==> config.mk <==
export PLATFORM = sky130hd
export DESIGN_NAME = t03_text_render_ctrl
export DESIGN_NICKNAME = d
export VERILOG_FILES = /design/src/rtl/t03_text_render_ctrl.sv
export SDC_FILE = /design/constraint.sdc
export NUM_CORES = 1
export LEC_CHECK = 0
export CAP_MARGIN = 20
export CORE_MARGIN = 3
export CORE_UTILIZATION = 45
export DETAILED_ROUTE_END_ITERATION = 10
export GPL_ROUTABILITY_DRIVEN = 0
export PLACE_DENSITY = 0.89
export SYNTH_ARGS = -nofsm -noshare
export SYNTH_HDL_FRONTEND = slang
export SYNTH_SLANG_ARGS = --single-unit
==> constraint.sdc <==
create_clock -name clk -period 3.1 [get_ports clk]
set_clock_uncertainty 0.2 [all_clocks]
set_input_delay 0.62 -clock clk [delete_from_list [all_inputs] [get_ports clk]]
set_output_delay 0.62 -clock clk [all_outputs]
set_load 0.005 [all_outputs]
==> src/rtl/t03_text_render_ctrl.sv <==
// Shares one glyph LUT across a 12-character text line and streams the glyph
// rows to the display writer in raster order over a valid/ready handshake.
module t03_text_render_ctrl #(
    parameter int NUM_CHARS = 12,
    parameter int CHAR_BITS = 6,
    parameter int GLYPH_W   = 9,
    parameter int GLYPH_H   = 8,
    localparam int STR_W    = NUM_CHARS * CHAR_BITS,
    localparam int GWORD_W  = GLYPH_W * GLYPH_H,
    localparam int CI_W     = $clog2(NUM_CHARS),
    localparam int LI_W     = $clog2(GLYPH_H)
) (
    input  logic                 clk,
    input  logic                 rst,
    input  logic                 start,
    input  logic                 abort,
    input  logic [STR_W-1:0]     text_in,
    output logic [CHAR_BITS-1:0] glyph_code,
    input  logic [GWORD_W-1:0]   glyph_bits,
    output logic                 row_valid,
    input  logic                 row_ready,
    output logic [GLYPH_W-1:0]   row_bits,
    output logic [CI_W-1:0]      row_char,
    output logic [LI_W-1:0]      row_line,
    output logic                 busy,
    output logic                 done
);

    localparam logic [1:0] S_IDLE  = 2'd0;
    localparam logic [1:0] S_FETCH = 2'd1;
    localparam logic [1:0] S_SEND  = 2'd2;
    localparam logic [1:0] S_DONE  = 2'd3;

    localparam logic [CI_W-1:0] LAST_CHAR = CI_W'(NUM_CHARS - 1);
    localparam logic [LI_W-1:0] LAST_LINE = LI_W'(GLYPH_H - 1);

    logic [1:0]           state_q,    state_d;
    logic [STR_W-1:0]     str_q,      str_d;
    logic [CI_W-1:0]      char_idx_q, char_idx_d;
    logic [LI_W-1:0]      line_idx_q, line_idx_d;
    logic [GLYPH_W-1:0]   row_bits_q, row_bits_d;
    logic [CI_W-1:0]      row_char_q, row_char_d;
    logic [LI_W-1:0]      row_line_q, row_line_d;
    logic [GLYPH_W-1:0]   glyph_row;

    // Character 0 sits in the MSBs of the string, glyph row 0 in the MSBs of the LUT word.
    always_comb begin
        glyph_code = '0;
        for (int c = 0; c < NUM_CHARS; c++) begin
            if (char_idx_q == CI_W'(c)) begin
                glyph_code = str_q[STR_W-1-CHAR_BITS*c -: CHAR_BITS];
            end
        end
    end

    always_comb begin
        glyph_row = '0;
        for (int l = 0; l < GLYPH_H; l++) begin
            if (line_idx_q == LI_W'(l)) begin
                glyph_row = glyph_bits[GWORD_W-1-GLYPH_W*l -: GLYPH_W];
            end
        end
    end

    always_comb begin
        state_d    = state_q;
        str_d      = str_q;
        char_idx_d = char_idx_q;
        line_idx_d = line_idx_q;
        row_bits_d = row_bits_q;
        row_char_d = row_char_q;
        row_line_d = row_line_q;
        case (state_q)
            S_IDLE: begin
                if (start && !abort) begin
                    str_d      = text_in;
                    char_idx_d = '0;
                    line_idx_d = '0;
                    state_d    = S_FETCH;
                end
            end
            S_FETCH: begin
                row_bits_d = glyph_row;
                row_char_d = char_idx_q;
                row_line_d = line_idx_q;
                state_d    = S_SEND;
            end
            S_SEND: begin
                if (row_ready) begin
                    state_d = S_FETCH;
                    if (char_idx_q == LAST_CHAR) begin
                        char_idx_d = '0;
                        line_idx_d = line_idx_q + 1'b1;
                        if (line_idx_q == LAST_LINE) begin
                            state_d = S_DONE;
                        end
                    end else begin
                        char_idx_d = char_idx_q + 1'b1;
                    end
                end
            end
            S_DONE:  state_d = S_IDLE;
            default: state_d = S_IDLE;
        endcase
        // Cancel wins over a handshake landing in the same cycle.
        if (abort && (state_q != S_IDLE)) begin
            state_d = S_IDLE;
        end
    end

    always_ff @(posedge clk) begin
        if (rst) begin
            state_q    <= S_IDLE;
            str_q      <= '0;
            char_idx_q <= '0;
            line_idx_q <= '0;
            row_bits_q <= '0;
            row_char_q <= '0;
            row_line_q <= '0;
        end else begin
            state_q    <= state_d;
            str_q      <= str_d;
            char_idx_q <= char_idx_d;
            line_idx_q <= line_idx_d;
            row_bits_q <= row_bits_d;
            row_char_q <= row_char_d;
            row_line_q <= row_line_d;
        end
    end

    assign row_valid = (state_q == S_SEND);
    assign busy      = (state_q != S_IDLE);
    assign done      = (state_q == S_DONE);
    assign row_bits  = row_bits_q;
    assign row_char  = row_char_q;
    assign row_line  = row_line_q;

endmodule
=== Word-level counts from Yosys, hierarchy flattened ===
Cells that the tools add are included.

* Memories: 0
* Output and inout bits: 25
* Logic and storage cells: 79
* Memory bits (writable): 0
* Memory bits (read-only): 0
* Input bits: 149
* Flip-flop bits (word level): 97
* Bits in latches: 0

* Add/subtract/negate cells: 2
* Bitwise logic cells: 0
* Mux-type cells: 33
* Reduce and logical (&&, ||, !) cells: 13
* Equal/unequal tests: 24
* Multipliers: 0
* Magnitude comparators: 0
* Divide/modulo/power cells: 0
* Shift-type cells: 0

{| class="wikitable"
|+ Operator list
! kind !! count
|-
| $mux W6 || 12
|-
| $mux W9 || 8
|-
| $eq A4 B3 Y1 const B || 4
|-
| $eq A4 B4 Y1 const B || 4
|-
| $eq A3 B3 Y1 const B || 4
|-
| $mux W4 || 3
|-
| $mux W3 || 3
|-
| $eq A4 B2 Y1 const B || 2
|-
| $mux W2 || 4
|-
| $pmux W2 S4 || 1
|-
| $pmux W4 S2 || 1
|-
| $eq A3 B2 Y1 const B || 2
|-
| $pmux W3 S2 || 1
|-
| $add A4 B1 Y4 const B || 1
|-
| $eq A2 B2 Y1 const B || 2
|-
| $eq A4 B1 Y1 const B || 1
|-
| $logic_not A4 Y1 || 1
|-
| $ne A2 B1 Y1 const B || 2
|-
| $reduce_and A2 Y1 || 2
|-
| $reduce_and A4 Y1 || 1
|-
| $reduce_bool A2 Y1 || 2
|-
| $add A3 B1 Y3 const B || 1
|-
| $eq A3 B1 Y1 const B || 1
|-
| $logic_not A3 Y1 || 1
|-
| 7 further kinds || 8
|}

=== Longest topological paths before layout ===
* Depth after elaboration: 13
* Mapped depth: 10

=== Worst setup path after synthesis ===
OpenSTA, ideal clock, no wires.

* Kind: register -> output
* Start: reg char_idx_q[1]
* End: out glyph_code[2]
* Setup slack: 0.597 ns
* Data arrival time: 1.683 ns
* Path buffers: 2
* Cell stages (with the launch flop): 9
* Path through: dfxtp_1 -> inv_1 -> ha_1 -> buf_2 -> buf_2 -> a2111oi_0 -> o32a_1 -> a31oi_1 -> o21a_1

* Word-level cells in the longest chain between the ends: 13
* Elaborated cells between the ends (all ways): 24

{| class="wikitable"
|+ RTL lines
! item !! line !! source
|-
| start: declaration || 39 || <nowiki>logic [CI_W-1:0] char_idx_q, char_idx_d;</nowiki>
|-
| start signal: assignment || 123 || <nowiki>char_idx_q <= char_idx_d;</nowiki>
|-
| $logic_not A4 Y1 || 50 || <nowiki>if (char_idx_q == CI_W'(c)) begin</nowiki>
|-
| $mux W6 (11 in a row) || 50 ||
|-
| $mux W6 * || 50 ||
|-
| end: declaration || 18 || <nowiki>output logic [CHAR_BITS-1:0] glyph_code,</nowiki>
|}

Every way passes the cells marked *; elsewhere a longest branch is shown, timed or not.

=== Worst setup path after layout ===
Same ends and word-level chain as after synthesis.

==> run metrics <==
most numerous cell in the Yosys netlist=nand2_1; met2 Use GR=about two fifths; # fillers=880; max cap viols=0; chip height=approximately 110 um; final antenna-violating net count=0; mean post-synth cell area=around 7 sq um; critical path launch point type=flop; Slew headroom=40.37%; Max IR drop VDD=around 0.27 mV; Cell Int Power=0.002086 W; async set-reset flop share out of synthesis=0%; clk buf depth=2; WP data arrival=around 2.3 ns; GRT Residual Overflow=0; Post-synth EDFFs=0; met3 Use GR=between 5 and 6%; initial antenna violation count=0; total CTS buffers=9; post-synth cell types=between 40 and 50; Commonest cells post-synth=nand2_1, a21oi_1, dfxtp_1, o21ai_0, clkbuf_1; Top FF cell, synth=dfxtp_1; Die X=about 110 um; Hold WC Path Type=flop to flop; maximum clock rate=about 330 MHz; largest cells by area after synthesis=dfxtp_1, nand2_1, a21oi_1; endpoints failing hold=0; initial drt markers=a little under 700; synthesized flop and latch total=between 90 and 100; core area=~0.011 sq mm; clock transition time at the flip-flop clock pins of the worst setup and hold paths=approximately 0.070 ns; data required time of the worst path=2.28 ns; Worst path max stage delay=around 0.37 ns; crit end category=primary output; pin count of the biggest net entering global routing=between 60 and 70; Post-Route Utilization=between 60% and 70%; Logic pwr share=around 15%; per-cell routed wire length=16.89 um; synthesized net count=approximately 900; Clk Latency, worst-skew pair=around 0.34 ns; via density per instance=5.730; gr busiest metal=met2; met1 GRT Util=roughly 34%; result of the run=finished clean; PwrDens=between 300 and 400 mW/mm^2; Lkg Pwr=2.728 nW; RSZ-0062 raised after global routing=true; Yosys top cell by area=dfxtp_1; routed wire length=between 15,000 and 20,000 um; Ys Warns=0; Clock Power Share=~37%; CP Cell Sequence=inv_4 > ha_4 > buf_6 > nand3b_1 > a21oi_1 > a2111oi_2 > a211oi_1 > o21a_1 > dlygate4sd2_1; sequential fraction of the synthesis area=around 37%; post-DP HPWL=12,420 um; CP max stage cell=dfxtp_4; Setup CP Type=flop to primary output; Synth top area share=a little under two fifths; worst-margin pin slew=between 0.8 and 0.9 ns; post-route cell area=roughly 0.0075 sq mm; share of layout cells above drive strength 1=8.804%; clock sinks=97; Mapped Area=between 0.005 and 0.006 sq mm; Max Fanout on Critical Path=9; GRT Total Usage=between 20% and 30%; fraction of the cycle the final worst path needs=between 90% and 100%; Layout area overhead=44.31%; number of placement rows=38; first-pass GRT wire length=27,560 um; Boundary Pins=about 170; Slew Viols, Final=0; final setup TNS=0 ns; CTS tree=done; Max H-tree Level=3; n_diodes=0; 1st-pass router iterations=5; vias in the first global route=approximately 5.5k; PortBufs=approximately 170; CTS Root Cell=clkbuf_16; total number of vias=just under 6k; Post-route DRC=0; final setup fails=0; dpl cell area=between 0.007 and 0.008 sq mm; crit-path leading delay family=compound AO/OA/AOI/OAI gates; Final min period=about 3.1 ns; Mapped Cells=730; part of the power in registers=about 48%; Sw Ratio=approximately 25%; Starting Density=a little under half; Critical path buffers and inverters=3; final net count=roughly 1.0k; DIE AREA=between 0.01 and 0.015 sq mm; sw power=0.0006887 W
-- worst paths after layout --
| check | start | endpoint | slack, ns | cells after the start |
|---|---|---|---|---|
| worst max-delay path | char_idx_q[1] | glyph_code[2] | 0.03 | 9 |
| worst min-delay path | row_line[2] | row_line[2] | 0.26 | 2 |
| worst max register to register | line_idx_q[0] | row_bits[5] | 0.54 | 6 |
| worst min register to register | row_line[2] | row_line[2] | 0.26 | 2 |
-- area by class of cell --
class	instances	area [sq um]	area share, %
multi-input combinational	543	3020	40.17
timing repair buffer	204	1997	26.56
sequential	97	1949	25.93
clock buffer	10	229.0	3.045
tap	140	175.2	2.330
inverter	26	105.1	1.398
clock inverter	6	42.54	0.5658
-- kinds of logic after synthesis --
| logic type | Yosys count | synth area share, % |
|---|---|---|
| compound gates | 260 | 30.38 |
| flops | 97 | 37.27 |
| fa+ha+maj | 10 | 2.402 |
| simple gates | 273 | 22.77 |
| buf+inv | 90 | 7.181 |
-- power by group through the flow --
stage                     sequential [W]  combinational, W  clock, W
after floorplan                  0.00134          0.000158         0
after global placement           0.00136          0.000394         0
after detailed placement         0.00136          0.000399         0
after CTS                        0.00133          0.000402   0.00105
after global routing             0.00134          0.000443   0.00110
final                            0.00133          0.000405   0.00104
-- metrics by stage --
stage	hold WS [ns]	total power [W]	cells	worst slack, ns
final	0.2551	0.002775	1026	0.03252
after global routing	0.2749	0.002883	1026	-0.1021
after CTS	0.2562	0.002779	1026	0.01055
after detailed placement	0.2466	0.001759	1007	0.01309
after global placement	0.2434	0.001752	1007	0.06899
after floorplan	0.2312	0.001502	730	0.5975
-- worst min-delay path, delay by kind of cell, from the launching register on --
family / cells / cell delay, ns
compound gates: 1 / 0.05
simple gates: 1 / 0.05
flops: 1 / 0.31
-- flip-flops by register name (all words and copies together), names as in the netlist --
name / count
row_char: 4
state_q: 2
line_idx_q: 3
row_line: 3
str_q: 72
char_idx_q: 4
row_bits: 9
-- per-layer routing --
metal	vias up	wire, um	part of all wire, %
li1	2849	-	-
met1	2667	7018	40
met2	303	8128	47
met3	60	1451	8.4
met4	0	735	4.2
met5	-	0	0
-- cells in the final DEF (no fill, tap or decap), types with 5 or more instances in the layout --
master | Yosys | routed
o22ai_1 | 6 | 6
a31oi_1 | 7 | 5
nand2b_1 | 7 | 6
a311oi_1 | 5 | 5
buf_4 | 0 | 27
o211ai_1 | 5 | 5
inv_1 | 24 | 21
a22oi_1 | 8 | 8
nand2_1 | 200 | 200
a21oi_1 | 123 | 123
a211oi_1 | 11 | 11
ha_1 | 10 | 6
dfxtp_1 | 97 | 95
clkbuf_16 | 0 | 9
nor2b_1 | 9 | 8
nand3b_1 | 10 | 10
clkdlybuf4s50_1 | 0 | 166
a21o_1 | 8 | 8
o21ai_0 | 43 | 39
o311ai_0 | 5 | 5
nor2_1 | 19 | 19
a221oi_1 | 22 | 18
-- timing repair --
action | in CTS | in global routing
buffers inserted | 3 | 0
gates resized for setup | 31 | 13
setup endpoints to repair | 6 | 5
hold buffers | 0 | 0
pin swaps | 8 | 4
Power figures use the tool's default switching activity.
